File: config.mk
export PLATFORM = sky130hd
export DESIGN_NAME = pim_result_aggregator
export DESIGN_NICKNAME = d
export VERILOG_FILES = /design/src/rtl/pim_result_aggregator_pkg.sv /design/src/rtl/pim_result_aggregator_adder.sv /design/src/rtl/pim_result_aggregator.sv
export SDC_FILE = /design/constraint.sdc
export NUM_CORES = 1
export LEC_CHECK = 0
export CORE_ASPECT_RATIO = 0.75
export CORE_MARGIN = 5
export CORE_UTILIZATION = 55
export CTS_CLUSTER_DIAMETER = 40
export DETAILED_ROUTE_END_ITERATION = 8
export GPL_TIMING_DRIVEN = 0
export PLACE_DENSITY = 0.82
export SLEW_MARGIN = 20
export SYNTH_ARGS = -nofsm -noshare
export SYNTH_HDL_FRONTEND = slang
export SYNTH_SLANG_ARGS = --single-unit
File: constraint.sdc
create_clock -name clk -period 5.8 [get_ports clk]
set_input_delay 1.45 -clock clk [delete_from_list [all_inputs] [get_ports clk]]
set_output_delay 1.45 -clock clk [all_outputs]
set_load 0.1 [all_outputs]
File: src/rtl/pim_result_aggregator_pkg.sv
// Shared types for the PIM result aggregator: tile geometry and element width.
// Latency: n/a (types and constants only).
// Backpressure: n/a.
package types;

  localparam int WIDTH             = 8;
  localparam int CHUNK_SIZE        = 2;
  localparam int PIM_UNIT_CAPACITY = 64;
  localparam int NUM_PIM_UNITS     = 2;

  localparam int TILE_ELEMS = CHUNK_SIZE * CHUNK_SIZE;
  // Wide enough to hold a count of 0..NUM_PIM_UNITS valid units in one cycle.
  localparam int PC_W       = $clog2(NUM_PIM_UNITS + 1);

  typedef logic [WIDTH-1:0] elem_t;
  // Row-major tile: element index = i*CHUNK_SIZE + j.
  typedef elem_t [TILE_ELEMS-1:0] tile_t;
  typedef tile_t [NUM_PIM_UNITS-1:0] unit_tiles_t;

  typedef enum logic [1:0] {
    IDLE     = 2'd0,
    ACCUM    = 2'd1,
    WAIT_OUT = 2'd2
  } agg_state_e;

endpackage

File: src/rtl/pim_result_aggregator_adder.sv
// Sums the partial tiles of all valid PIM units element-wise and counts them.
// Latency: combinational.
// Backpressure: none; invalid units simply contribute zero.
module pim_partial_adder
  import types::*;
(
  input  unit_tiles_t              unit_result,
  input  logic [NUM_PIM_UNITS-1:0] unit_result_valid,
  output tile_t                    partial_sum,
  output logic [PC_W-1:0]          popcount
);

  // Element-wise wrap-around sum of every valid unit, plus the number of valid units.
  always_comb begin
    partial_sum = '0;
    popcount    = '0;
    for (int u = 0; u < NUM_PIM_UNITS; u++) begin
      if (unit_result_valid[u]) begin
        popcount = popcount + PC_W'(1);
        for (int e = 0; e < TILE_ELEMS; e++) begin
          partial_sum[e] = partial_sum[e] + unit_result[u][e];
        end
      end
    end
  end

endmodule

File: src/rtl/pim_result_aggregator.sv
// Accumulates num_partials partial tiles from the PIM units into one output tile.
// Latency: tile presented on out_tile/out_valid one cycle after its last partial.
// Backpressure: a single output buffer; if still occupied, the finished sum parks in WAIT_OUT.
module pim_result_aggregator
  import types::*;
#(
  parameter int CNT_W = 8
) (
  input  logic                     clk,
  input  logic                     rst,
  input  logic                     start,
  input  logic [CNT_W-1:0]         num_partials,
  input  unit_tiles_t              unit_result,
  input  logic [NUM_PIM_UNITS-1:0] unit_result_valid,
  output tile_t                    out_tile,
  output logic                     out_valid,
  input  logic                     out_ready,
  output logic                     busy,
  output logic                     done,
  output logic                     unexpected_err
);

  agg_state_e       state_q;
  logic [CNT_W-1:0] count_q;
  logic [CNT_W-1:0] target_q;
  tile_t            acc_q;
  tile_t            out_tile_q;
  logic             out_valid_q;
  logic             done_q;
  logic             err_q;

  tile_t            partial_sum;
  logic [PC_W-1:0]  popcount;
  tile_t            acc_d;
  logic [CNT_W:0]   total_d;
  logic             complete;
  logic             overshoot;
  logic             out_free;

  pim_partial_adder u_adder (
    .unit_result       (unit_result),
    .unit_result_valid (unit_result_valid),
    .partial_sum       (partial_sum),
    .popcount          (popcount)
  );

  // Next accumulator value and partial count; one extra count bit so the compare never wraps.
  always_comb begin
    acc_d = '0;
    for (int e = 0; e < TILE_ELEMS; e++) begin
      acc_d[e] = acc_q[e] + partial_sum[e];
    end
    total_d   = {1'b0, count_q} + {{(CNT_W + 1 - PC_W){1'b0}}, popcount};
    complete  = (total_d >= {1'b0, target_q});
    overshoot = (total_d >  {1'b0, target_q});
    // Output buffer can take a new tile if empty or being drained this cycle.
    out_free  = !out_valid_q || out_ready;
  end

  // Control FSM together with counter, accumulator and output buffer.
  always_ff @(posedge clk) begin
    if (rst) begin
      state_q     <= IDLE;
      count_q     <= '0;
      target_q    <= '0;
      acc_q       <= '0;
      out_tile_q  <= '0;
      out_valid_q <= 1'b0;
      done_q      <= 1'b0;
      err_q       <= 1'b0;
    end else begin
      done_q <= 1'b0;
      if (out_valid_q && out_ready) begin
        out_valid_q <= 1'b0;
      end

      case (state_q)
        IDLE: begin
          // Partials arriving with no tile open are dropped.
          if (|unit_result_valid) begin
            err_q <= 1'b1;
          end
          if (start && (num_partials != '0)) begin
            acc_q    <= '0;
            count_q  <= '0;
            target_q <= num_partials;
            state_q  <= ACCUM;
          end
        end

        ACCUM: begin
          if (start) begin
            err_q <= 1'b1;
          end
          acc_q <= acc_d;
          if (complete) begin
            if (overshoot) begin
              err_q <= 1'b1;
            end
            count_q <= '0;
            if (out_free) begin
              out_tile_q  <= acc_d;
              out_valid_q <= 1'b1;
              done_q      <= 1'b1;
              state_q     <= IDLE;
            end else begin
              state_q <= WAIT_OUT;
            end
          end else begin
            count_q <= total_d[CNT_W-1:0];
          end
        end

        WAIT_OUT: begin
          if (start || (|unit_result_valid)) begin
            err_q <= 1'b1;
          end
          // Only entered with out_valid high, so out_ready here means the old tile drains now.
          if (out_ready) begin
            out_tile_q  <= acc_q;
            out_valid_q <= 1'b1;
            done_q      <= 1'b1;
            state_q     <= IDLE;
          end
        end

        default: begin
          state_q <= IDLE;
        end
      endcase
    end
  end

  assign out_tile       = out_tile_q;
  assign out_valid      = out_valid_q;
  assign done           = done_q;
  assign unexpected_err = err_q;
  assign busy           = (state_q != IDLE);

endmodule

[Word-level counts from Yosys, hierarchy flattened]
Index checks and enable logic that the tools add are counted.
Word-level totals
  memory bits (read-only): 0
  memories: 0
  bits in writable memories: 0
  input bits: 78
  bits in latches: 0
  register bits: 85
Operators by class
  reduce and logical (&&, ||, !) cells: 17
  divide/modulo/power cells: 0
  bitwise logic cells: 0
  eq/ne operators: 8
  multiply operators: 0
  add/sub/neg operators: 10
  magnitude comparators: 2
  shifts and indexed selects: 0
  mux-type cells: 33
Operators with widths (count)
  $mux W32: 6
  $pmux W32 S2: 2
  $add A8 B8 Y8: 8
  $mux W8: 2
  $pmux W8 S2: 1
  $mux W1: 13
  $ne A2 B2 Y1 const B: 6
  $mux W2: 5
  $add A8 B2 Y9: 1
  $ge A9 B8 Y1: 1
  $gt A9 B8 Y1: 1
  $reduce_bool A8 Y1: 1
  $pmux W2 S3: 1
  $reduce_and A3 Y1: 2
  $reduce_bool A2 Y1: 3
  $pmux W1 S2: 2
  $reduce_and A2 Y1: 2
  $reduce_and A4 Y1: 1
  $pmux W1 S3: 1
  $reduce_bool A3 Y1: 1
  $add A1 B1 Y2 const B: 1
  $eq A2 B1 Y1 const B: 1
  $eq A2 B2 Y1 const B: 1
  $logic_and A1 B1 Y1: 2
  4 further kinds: 5

[Longest topological paths before layout]
Gate-level depths: netlist of run 1.
  depth after elaboration: 8
  depth in mapped cells: 18
  gate-level depth less buffers: 17

[Cells and area by module]
Synthesis of run 1 repeated with hierarchy kept, for this count alone.
Second synthesis, totals
  cells, all modules: 836
  area, all modules: 6891.6 um^2
By module, submodules not included
  pim_result_aggregator: cells an instance 573, seq. area each 1701.6 um^2, area an instance 5046.1 um^2, instances 1
  pim_partial_adder: cells an instance 263, seq. area each 0.0 um^2, area an instance 1845.5 um^2, instances 1

[Least setup slack after synthesis of run 1]
Ideal clock, no wire load.
  kind: input-to-reg
  from: in unit_result_valid[0]
  to: reg count_q[5]
  setup time: 0.091 ns
  stages: 18
  arrival: 4.903 ns
  data required time: 5.709 ns
  slack: 0.806 ns
  cell sequence: clkbuf_1 > clkbuf_1 > inv_1 > ha_1 > ha_1 > fa_1 > and3_1 > clkbuf_1 > nand3_1 > xnor2_1 > ha_1 > a22oi_1 > o211ai_2 > o21ai_4 > nor3b_2 > buf_4 > nand2_1 > a311oi_1
On the way
  longest elaborated chain between the ends: 7
RTL lines
  start, declared: line pim_result_aggregator.sv:14  | input logic [NUM_PIM_UNITS-1:0] unit_result_valid,
  $mux W1 (*): line pim_result_aggregator_adder.sv:18  | if (unit_result_valid[u]) begin
  $add A1 B1 Y2: line pim_result_aggregator_adder.sv:19  | popcount = popcount + PC_W'(1);
  $mux W2 (*): line pim_result_aggregator_adder.sv:18
  $add A8 B2 Y9 (*): line pim_result_aggregator.sv:53  | total_d = {1'b0, count_q} + {{(CNT_W + 1 - PC_W){1'b0}}, popcount};
  $ge A9 B8 Y1: line pim_result_aggregator.sv:54  | complete = (total_d >= {1'b0, target_q});
  $mux W8 (*): line pim_result_aggregator.sv:96  | if (complete) begin
  $pmux W8 S2 (*): line pim_result_aggregator.sv:77  | case (state_q)
  end signal, assigned: line pim_result_aggregator.sv:110  | count_q <= total_d[CNT_W-1:0];
  end, declared: line pim_result_aggregator.sv:24  | logic [CNT_W-1:0] count_q;
Mark *: on every way between the ends. The rest lies on a longest branch, timed or not.
A chain may end at the register's enable or synchronous reset.

[Final worst setup path of run 1]
  from: in unit_result_valid[0]
  to: reg out_tile_q, in the netlist out_tile[2]
On the way
  longest elaborated chain between the ends: 7
  elaborated cells between the ends (all ways): 14
RTL lines
  $mux W1 / $mux W32 (equally long branches): line pim_result_aggregator_adder.sv:18
  $add A1 B1 Y2 / $add A8 B8 Y8 (equally long branches): line pim_result_aggregator_adder.sv:19, pim_result_aggregator_adder.sv:21
  $mux W2 / $mux W32 (equally long branches): line pim_result_aggregator_adder.sv:18
  $add A8 B2 Y9 / $add A8 B8 Y8 (equally long branches): line pim_result_aggregator.sv:53, pim_result_aggregator.sv:51
  $ge A9 B8 Y1 / $mux W32 (equally long branches): line pim_result_aggregator.sv:54, pim_result_aggregator.sv:101
  $ne A2 B2 Y1 (no source line) / $mux W32 (equally long branches)
  $reduce_and A4 Y1 (no source line) / $pmux W32 S2 (equally long branches)
  end signal, assigned: line pim_result_aggregator.sv:120  | out_tile_q <= acc_q;
  end, declared: line pim_result_aggregator.sv:27  | tile_t out_tile_q;
Parallel ways exist; a longest one is shown, timed or not. The select of a mux whose other input is x is not followed.

==> impl_metrics.env, run 1 <==
export IMPL_finalMaxSlewViolations=0
export IMPL_dp_hpwl_um=16560
export IMPL_drt_pass1_iter_count=5
export IMPL_io_buffers=112
export IMPL_start_kind="input pin"
export IMPL_cts_buffers=9
export IMPL_power_density_mw_per_mm2=246.2
export IMPL_worst_hold_startpoint="target_q[5]"
export IMPL_synth_commonest_cells="nand2_1 (95), dfxtp_1 (85), ha_1 (72)"
export IMPL_synth_top_cell_area_share=0.2505
export IMPL_synth_flop_cell="dfxtp_1"
export IMPL_critPathCapture="out_tile[2]"
export IMPL_area_delta_synth_final_pct=23.87
export IMPL_cp_required_ns=6.04
export IMPL_num_io_pins=114
export IMPL_end_kind="flop"
export IMPL_drc=0
export IMPL_dr_max_layer_used="met4"
export IMPL_fin_ws_ns=0.2716
export IMPL_core_mm2=0.01217
export IMPL_numClockSinks=85
export IMPL_cts_tree="done"
export IMPL_synth_distinct_cells=52
export IMPL_grt_pass1_vias=6774
export IMPL_startpoint="unit_result_valid[0]"
export IMPL_regArea_mm2=0.001702
export IMPL_tightestPinTransition_ns=0.9939
export IMPL_grt_pass1_wl_um=34940
export IMPL_clock_tree_root_cell="clkbuf_16"
export IMPL_rsz0062_at_grt="no"
export IMPL_slew_headroom=0.3354
export IMPL_drt_iter0_drc=808
export IMPL_h_tree_depth=3
export IMPL_synth_yosys_seq_area_share=0.2505
export IMPL_yosys_top_cells_area="dfxtp_1 (25%), ha_1 (13%), nand2_1 (5.2%)"
export IMPL_start_util=0.5581
export IMPL_post_route_util=0.6913
export IMPL_synth_edf_count=0
export IMPL_synthCells=868
export IMPL_dp_cells=1146
export IMPL_ys_seq_elements=85
export IMPL_finalSetupViolCount=0
export IMPL_finalCritPeriodShare=0.9532
export IMPL_die_h_um=106.3
export IMPL_fill_cells=1048
export IMPL_overflow=0
export IMPL_synth_most_common_cell="nand2_1"
export IMPL_clockBufferDepth=2
export IMPL_clk_pin_slew_ns=0.06
export IMPL_clock_skew_final_ns=0.007145
export IMPL_dieWidth_um=138.3
export IMPL_hold_viol_final=0
export IMPL_hold_class="flop to flop"
export IMPL_routed_wl_um=21860
export IMPL_synth_avg_cell_area_um2=7.827
export IMPL_rr_worst_depth=14
export IMPL_wl_met3_um=2336
export IMPL_rows=35
export IMPL_grt_max_degree=13
export IMPL_finalPower_w=0.002072
export IMPL_critPathMaxFanout=10
export IMPL_p_leak_nw=3.344
export IMPL_diodes=0
export IMPL_ir_worst_vdd_mv=0.1720
export IMPL_yosys_area_top_type="dfxtp_1"
export IMPL_drive_gt1_frac=0.04935
export IMPL_dieArea_mm2=0.01470
export IMPL_synthArstFlopShare=0
export IMPL_syn_num_nets=1027
export IMPL_critPathArrivalTime_ns=5.77
export IMPL_r2r_start="count_q[0]"
export IMPL_clk_latency_ns=0.35
export IMPL_ctsHoldBuffers=0
export IMPL_grtUsageTotal=0.2952
export IMPL_ys_warn_count=0
export IMPL_met2_length_um=9381
export IMPL_drt_met1_wl_um=9328
export IMPL_reg2reg_to="out_tile[2]"
export IMPL_post_drt_wl_per_cell_um=18.86
export IMPL_place_ws_ns=-1.191
export IMPL_status="finished, final reports clean"
export IMPL_finalCriticalPeriod_ns=5.528
export IMPL_critPathKind="input pin to flop"
export IMPL_rrSetupSlack_ns=2.09
export IMPL_ant_nets=0
export IMPL_multi_input_area_mm2=0.004707
export IMPL_grt_antenna_before_repair=0
export IMPL_syn_area_mm2=0.006794
export IMPL_via_per_inst=6.110
export IMPL_fmax_mhz=180.9
export IMPL_vias=7081
export IMPL_gp_congestion=0.9605
export IMPL_cap_violations=0
export IMPL_nNetsFinal=1149
export IMPL_stdcell_count=1159
[how the worst min path moves through the flow]
stage          depth (start not counted)          end  slack (ns)
2_1_floorplan                          2   count_q[0]        0.44
3_3_place_gp                           2  target_q[5]        0.44
3_5_place_dp                           2  target_q[6]        0.45
4_1_cts                                2  target_q[6]        0.46
5_1_grt                                2  target_q[6]        0.49
6_report                               2  target_q[5]        0.46
[per-layer routing]
layer / vias to the layer above / track usage
met1: 3241 / 0.4030
met5: - / 0
met2: 397 / 0.4439
met3: 69 / 0.07104
met4: 0 / 0.1298
li1: 3374 / -
[timing repair]
item,CTS,global route
gates resized for setup,10,7
endpoints found under the setup margin,47,40
buffers inserted,0,0
cloned,0,0
[registers in the layout, summed over array words and instances, names as in the netlist]
signal	cells
out_valid	1
state_q	2
count_q	8
target_q	8
unexpected_err	1
out_tile	32
done	1
acc_q	32
[power breakdown]
part / internal [W] / leakage [nW] / switching [W]
logic: 0.000297 / 2.51 / 0.000537
registers: 0.000629 / 0.691 / 0.0000344
clock network: 0.000340 / 0.139 / 0.000235
total: 0.00127 / 3.34 / 0.000806
[worst max-delay path, cell delays in order]
cell and delay, ns:
clkbuf_2 0.18, clkbuf_8 0.20, clkbuf_4 0.26, inv_1 0.07, ha_1 0.32, ha_1 0.22, fa_1 0.48, and3_1 0.23
clkbuf_1 0.16, nand3_1 0.15, xnor2_1 0.14, ha_1 0.29, a22oi_1 0.23, o211ai_2 0.14, o21ai_4 0.26, a21o_2 0.24
nand2_2 0.20, buf_4 0.27, a311oi_1 0.26
[cell families (layout without fill, tap and decap cells)]
kind of cell	count (synthesis)	in the layout	synth area share
multiplexers	25	25	0.03904
adder cells (fa/ha/maj)	81	81	0.1591
AND/OR/NAND/NOR	289	289	0.2029
buffers and inverters	98	223	0.05672
flip-flops	85	85	0.2505
XOR/XNOR	38	38	0.04899
AO/OA/AOI/OAI	252	252	0.2427
[metrics by stage]
stage	hold slack, ns	instance area [um^2]	TNS, ns
floorplan	0.4362	6794	0
CTS	0.4637	8418	0
global route	0.4870	8416	0
detailed placement	0.4549	8123	-49.55
global placement	0.4436	8123	-45.10
finish	0.4621	8416	0
[cell type report]
| type | instances | share of cell area |
|---|---|---|
| Clock inverter | 2 | 0.004163 |
| Timing Repair Buffer | 112 | 0.1326 |
| Clock buffer | 12 | 0.02929 |
| Multi-Input combinational cell | 685 | 0.5593 |
| Buffer | 45 | 0.02423 |
| Tap cell | 166 | 0.02468 |
| Sequential cell | 85 | 0.2022 |
| Inverter | 52 | 0.02349 |
[layout by cell type (no fill, tap or decap), types with 10 or more instances in the layout]
| master | instances |
|---|---|
| a211oi_1 | 18 |
| a21oi_1 | 55 |
| a22oi_1 | 17 |
| a311oi_1 | 24 |
| and2_1 | 23 |
| buf_2 | 10 |
| clkbuf_1 | 30 |
| clkdlybuf4s50_1 | 110 |
| dfxtp_1 | 85 |
| ha_1 | 72 |
| inv_1 | 51 |
| mux2_2 | 12 |
| mux2i_1 | 13 |
| nand2_1 | 95 |
| nand2b_1 | 14 |
| nand3_1 | 25 |
| nor2_1 | 53 |
| nor3_1 | 33 |
| nor4_1 | 10 |
| o21a_1 | 17 |
| o21ai_0 | 70 |
| or3_1 | 13 |
| xnor2_1 | 35 |
No activity file was read; power rests on OpenSTA's default activity.
==> run 2, diff against run 1 <==
--- a/config.mk
+++ b/config.mk
@@ -12,6 +12,7 @@
 export DETAILED_ROUTE_END_ITERATION = 8
 export GPL_TIMING_DRIVEN = 0
 export PLACE_DENSITY = 0.82
+export SKIP_CTS_REPAIR_TIMING = 1
 export SLEW_MARGIN = 20
 export SYNTH_ARGS = -nofsm -noshare
 export SYNTH_HDL_FRONTEND = slang
==> impl_metrics.env, run 2 (same netlist as run 1, synthesis figures left out) <==
export IMPL_cts_buffers=9
export IMPL_switching_share=0.3895
export IMPL_drive_gt1_frac=0.05231
export IMPL_p_comb_frac=0.404
export IMPL_regArea_mm2=0.001702
export IMPL_clock_tree_root_cell="clkbuf_16"
export IMPL_final_common_cell="clkdlybuf4s50_1"
export IMPL_switching_power_w=0.0008088
export IMPL_rrSetupSlack_ns=2.07
export IMPL_reg2reg_to="out_tile[3]"
export IMPL_clk_latency_ns=0.35
export IMPL_diodes=0
export IMPL_finalPower_w=0.002076
export IMPL_fmax_mhz=181.1
export IMPL_grt_pass1_wl_um=34930
export IMPL_via_per_inst=6.113
export IMPL_critPathArrivalTime_ns=5.76
export IMPL_rsz0062_at_grt="no"
export IMPL_rr_worst_depth=14
export IMPL_clock_skew_final_ns=0.008372
export IMPL_grt_antenna_before_repair=0
export IMPL_tightestPinTransition_ns=0.9964
export IMPL_start_util=0.5581
export IMPL_place_area_mm2=0.008123
export IMPL_holdPathEnd="target_q[5]"
export IMPL_slew_headroom=0.3337
export IMPL_stdcell_count=1160
export IMPL_rows=35
export IMPL_finalMaxSlewViolations=0
export IMPL_numClockSinks=85
export IMPL_dp_cells=1146
export IMPL_dieArea_mm2=0.01470
export IMPL_clk_pin_slew_ns=0.06
export IMPL_critPathMaxFanout=10
export IMPL_r2r_start="count_q[0]"
export IMPL_h_tree_depth=3
export IMPL_finalCritPeriodShare=0.9522
export IMPL_end_kind="flop"
export IMPL_start_kind="input pin"
export IMPL_dieWidth_um=138.3
export IMPL_drt_iter0_drc=790
export IMPL_power_density_mw_per_mm2=246.6
export IMPL_worst_hold_startpoint="target_q[5]"
export IMPL_nNetsFinal=1150
export IMPL_fin_setup_tns_ns=0
export IMPL_grtUsageTotal=0.2952
export IMPL_cp_required_ns=6.04
export IMPL_p_clk_frac=0.277
export IMPL_hold_class="flop to flop"
export IMPL_fill_cells=1048
export IMPL_grt_pass1_vias=6765
export IMPL_num_io_pins=114
export IMPL_gp_congestion=0.9605
export IMPL_drt_pass1_iter_count=5
export IMPL_post_drt_wl_per_cell_um=18.97
export IMPL_finalSetupViolCount=0
export IMPL_whs_path_depth=2
export IMPL_drc=0
export IMPL_ir_worst_vdd_mv=0.1723
export IMPL_status="finished, final reports clean"
export IMPL_multi_input_area_mm2=0.004716
export IMPL_seqPwrFrac=0.319
export IMPL_hold_viol_final=0
export IMPL_vias=7091
export IMPL_die_h_um=106.3
export IMPL_finalCriticalPeriod_ns=5.523
export IMPL_io_buffers=112
export IMPL_cts_tree="done"
export IMPL_overflow=0
export IMPL_area_delta_synth_final_pct=23.96
export IMPL_critPathKind="input pin to flop"
export IMPL_p_leak_nw=3.348
export IMPL_final_cell_mix="clkdlybuf4s50_1 (110), nand2_1 (95), dfxtp_1 (85), ha_1 (72), o21ai_0 (70)"
export IMPL_p_int_w=0.001268
export IMPL_dp_hpwl_um=16560
export IMPL_ant_nets=0
export IMPL_routed_wl_um=22000
export IMPL_cap_violations=0
export IMPL_core_mm2=0.01217
export IMPL_fin_area_mm2=0.008422
export IMPL_grt_max_degree=13
export IMPL_clockBufferDepth=2
## run 2: cell count changes in the layout (fill, tap and decap cells not counted), sizes merged
| cell | previous run | this run |
|---|---|---|
| buf | 14 | 16 |
| clkdlybuf4s15 | 1 | 0 |
## run 2: how the worst max path moves through the flow
stage	from	to	slack, ns	depth (start not counted)
3_5_place_dp	unit_result_valid[0]	out_tile[12]	-1.19	19
4_1_cts	unit_result_valid[0]	out_tile[17]	-0.89	18
3_3_place_gp	unit_result_valid[0]	out_tile[5]	-1.12	19
2_1_floorplan	unit_result_valid[0]	count_q[5]	0.81	18
6_report	unit_result_valid[1]	out_tile[3]	0.28	18
5_1_grt	unit_result_valid[0]	out_tile[2]	0.09	19
## run 2: area by class of cell
type | count | area share
Timing Repair Buffer | 112 | 0.1319
Inverter | 52 | 0.02318
Tap cell | 166 | 0.02466
Clock buffer | 12 | 0.02927
Sequential cell | 85 | 0.2020
Multi-Input combinational cell | 685 | 0.5599
Clock inverter | 2 | 0.004160
Buffer | 46 | 0.02481
## run 2: critical path: stages
cell      delay [ns]
clkbuf_2        0.18
inv_2           0.21
clkbuf_4        0.31
ha_1            0.29
ha_1            0.22
fa_1            0.48
and3_1          0.23
clkbuf_1        0.16
nand3_1         0.15
xnor2_1         0.14
ha_1            0.29
a22oi_1         0.23
o211ai_2        0.14
o21ai_4         0.27
a21o_2          0.24
nand2_2         0.21
buf_4           0.28
a311oi_1        0.26
## run 2: per-stage QoR
stage / hold slack (ns) / util / setup WS, ns
2_1_floorplan: 0.4362 / - / 0.8063
3_3_place_gp: 0.4436 / 0.6672 / -1.123
3_5_place_dp: 0.4549 / 0.6672 / -1.191
4_1_cts: 0.4637 / 0.6903 / -0.8878
5_1_grt: 0.4870 / 0.6918 / 0.08814
6_report: 0.4624 / 0.6918 / 0.2771
## run 2: power groups by stage
| stage | registers, W | logic [W] | clock network [W] |
|---|---|---|---|
| detailed placement | 0.000673 | 0.000817 | 0 |
| floorplan | 0.000854 | 0.000401 | 0 |
| global route | 0.000667 | 0.000898 | 0.000597 |
| CTS | 0.000662 | 0.000823 | 0.000573 |
| global placement | 0.000673 | 0.000803 | 0 |
| finish | 0.000663 | 0.000839 | 0.000574 |
## run 2: routing by layer
layer	share of wire	vias to the layer above	global-route usage
li1	-	3374	-
met1	0.42	3236	0.4041
met2	0.43	404	0.4425
met3	0.11	77	0.07104
met4	0.037	0	0.1298
met5	0	-	0
==> run 3, diff against run 2 <==
--- a/config.mk
+++ b/config.mk
@@ -6,7 +6,7 @@
 export NUM_CORES = 1
 export LEC_CHECK = 0
 export CORE_ASPECT_RATIO = 0.75
-export CORE_MARGIN = 5
+export CORE_MARGIN = 3
 export CORE_UTILIZATION = 55
 export CTS_CLUSTER_DIAMETER = 40
 export DETAILED_ROUTE_END_ITERATION = 8
==> impl_metrics.env, run 3 (same netlist as run 1, synthesis figures left out) <==
export IMPL_rows=34
export IMPL_final_cell_mix="clkdlybuf4s50_1 (110), nand2_1 (95), dfxtp_1 (85), ha_1 (72), o21ai_0 (70)"
export IMPL_place_area_mm2=0.008118
export IMPL_critPathArrivalTime_ns=5.78
export IMPL_grt_antenna_before_repair=0
export IMPL_finalCriticalPeriod_ns=5.546
export IMPL_cp_required_ns=6.04
export IMPL_dp_hpwl_um=16290
export IMPL_start_util=0.5745
export IMPL_cts_buffers=9
export IMPL_finalSetupViolCount=0
export IMPL_reg2reg_to="out_tile[2]"
export IMPL_fin_setup_tns_ns=0
export IMPL_end_kind="flop"
export IMPL_area_delta_synth_final_pct=24.48
export IMPL_numClockSinks=85
export IMPL_cap_violations=0
export IMPL_cts_tree="done"
export IMPL_clk_pin_slew_ns=0.07
export IMPL_p_comb_frac=0.389
export IMPL_clockBufferDepth=2
export IMPL_rr_worst_depth=14
export IMPL_power_density_mw_per_mm2=255.2
export IMPL_tightestPinTransition_ns=0.9844
export IMPL_routed_wl_um=21880
export IMPL_grt_max_degree=15
export IMPL_dp_cells=1142
export IMPL_drive_gt1_frac=0.05422
export IMPL_finalMaxSlewViolations=0
export IMPL_grt_pass1_vias=6639
export IMPL_clk_latency_ns=0.34
export IMPL_fin_area_mm2=0.008457
export IMPL_r2r_start="count_q[0]"
export IMPL_seqPwrFrac=0.307
export IMPL_num_io_pins=114
export IMPL_drc=0
export IMPL_fmax_mhz=180.3
export IMPL_critPathMaxFanout=10
export IMPL_io_buffers=112
export IMPL_clock_skew_final_ns=0.004886
export IMPL_switching_power_w=0.0008309
export IMPL_h_tree_depth=3
export IMPL_finalCritPeriodShare=0.9561
export IMPL_overflow=0
export IMPL_finalPower_w=0.002158
export IMPL_critPathKind="input pin to flop"
export IMPL_switching_share=0.3850
export IMPL_rrSetupSlack_ns=2.10
export IMPL_whs_path_depth=2
export IMPL_fin_ws_ns=0.2544
export IMPL_final_common_cell="clkdlybuf4s50_1"
export IMPL_place_ws_ns=-1.211
export IMPL_grt_pass1_wl_um=33850
export IMPL_drt_iter0_drc=815
export IMPL_status="finished, final reports clean"
export IMPL_dieArea_mm2=0.01374
export IMPL_diodes=0
export IMPL_rsz0062_at_grt="no"
export IMPL_gp_congestion=0.9714
export IMPL_p_leak_nw=3.370
export IMPL_hold_class="flop to flop"
export IMPL_hold_viol_final=0
export IMPL_dieWidth_um=134.3
export IMPL_drt_pass1_iter_count=6
export IMPL_via_per_inst=6.120
export IMPL_ant_nets=0
export IMPL_holdPathEnd="target_q[5]"
export IMPL_clock_tree_root_cell="clkbuf_16"
export IMPL_ir_worst_vdd_mv=0.1786
export IMPL_p_clk_frac=0.304
export IMPL_die_h_um=102.3
export IMPL_grtUsageTotal=0.3131
export IMPL_post_drt_wl_per_cell_um=18.90
export IMPL_start_kind="input pin"
export IMPL_nNetsFinal=1150
export IMPL_stdcell_count=1158
export IMPL_worst_hold_startpoint="target_q[5]"
export IMPL_core_mm2=0.01183
export IMPL_vias=7087
export IMPL_slew_headroom=0.3417
export IMPL_p_int_w=0.001327
==> run 3: changes by cell type in the layout (fill, tap and decap cells not counted), sizes merged <==
cell | before | now
clkinv | 1 | 3
bufinv | 1 | 2
clkbuf | 44 | 43
==> run 3: worst max-delay path by stage <==
stage,depth (start not counted),end,from
6_report,19,out_tile[2],unit_result_valid[0]
5_1_grt,19,out_tile[13],unit_result_valid[0]
4_1_cts,19,out_tile[2],unit_result_valid[0]
3_5_place_dp,19,out_tile[5],unit_result_valid[0]
3_3_place_gp,19,out_tile[13],unit_result_valid[0]
2_1_floorplan,18,count_q[5],unit_result_valid[0]
==> run 3: final cells by class <==
cell class / count / area, um^2
multi-input cells: 685 / 4707
fillers: 1016 / 3369
clock inverters: 5 / 82.58
well taps: 162 / 202.7
plain buffers: 46 / 203.9
inverters: 52 / 195.2
repair buffers: 112 / 1111
flip-flops and latches: 85 / 1702
clock buffers: 11 / 252.7
==> run 3: per-stage QoR <==
stage,hold WS [ns],util
2_1_floorplan,0.4362,-
3_3_place_gp,0.4436,0.6864
3_5_place_dp,0.4479,0.6864
4_1_cts,0.4570,0.7148
5_1_grt,0.4788,0.7151
6_report,0.4570,0.7151
==> run 3: per-layer routing <==
metal  vias to the layer above  part of all wire  global-route usage
met3                        48              0.12             0.07776
met1                      3235              0.43              0.4294
met5                         -                 0                   0
met2                       421              0.43              0.4973
li1                       3383                 -                   -
met4                         0             0.022             0.08372
==> run 3: power groups by stage <==
stage	clock network [W]	logic, W	registers (W)
detailed placement	0	0.000820	0.000673
finish	0.000655	0.000840	0.000663
global route	0.000676	0.000895	0.000666
CTS	0.000650	0.000826	0.000661
global placement	0	0.000807	0.000673
floorplan	0	0.000401	0.000854
==> run 3: worst max-delay path, cell delays in order <==
cell and delay (ns):
clkbuf_2 0.21, buf_4 0.23, buf_4 0.24, inv_1 0.07, ha_1 0.30, ha_1 0.23, fa_1 0.47, and3_1 0.22
clkbuf_1 0.16, nand3_1 0.15, xnor2_1 0.13, ha_1 0.28, a22oi_1 0.23, o211ai_2 0.14, o21ai_4 0.26, a21o_2 0.25
nand2_2 0.20, buf_4 0.27, a311oi_1 0.27
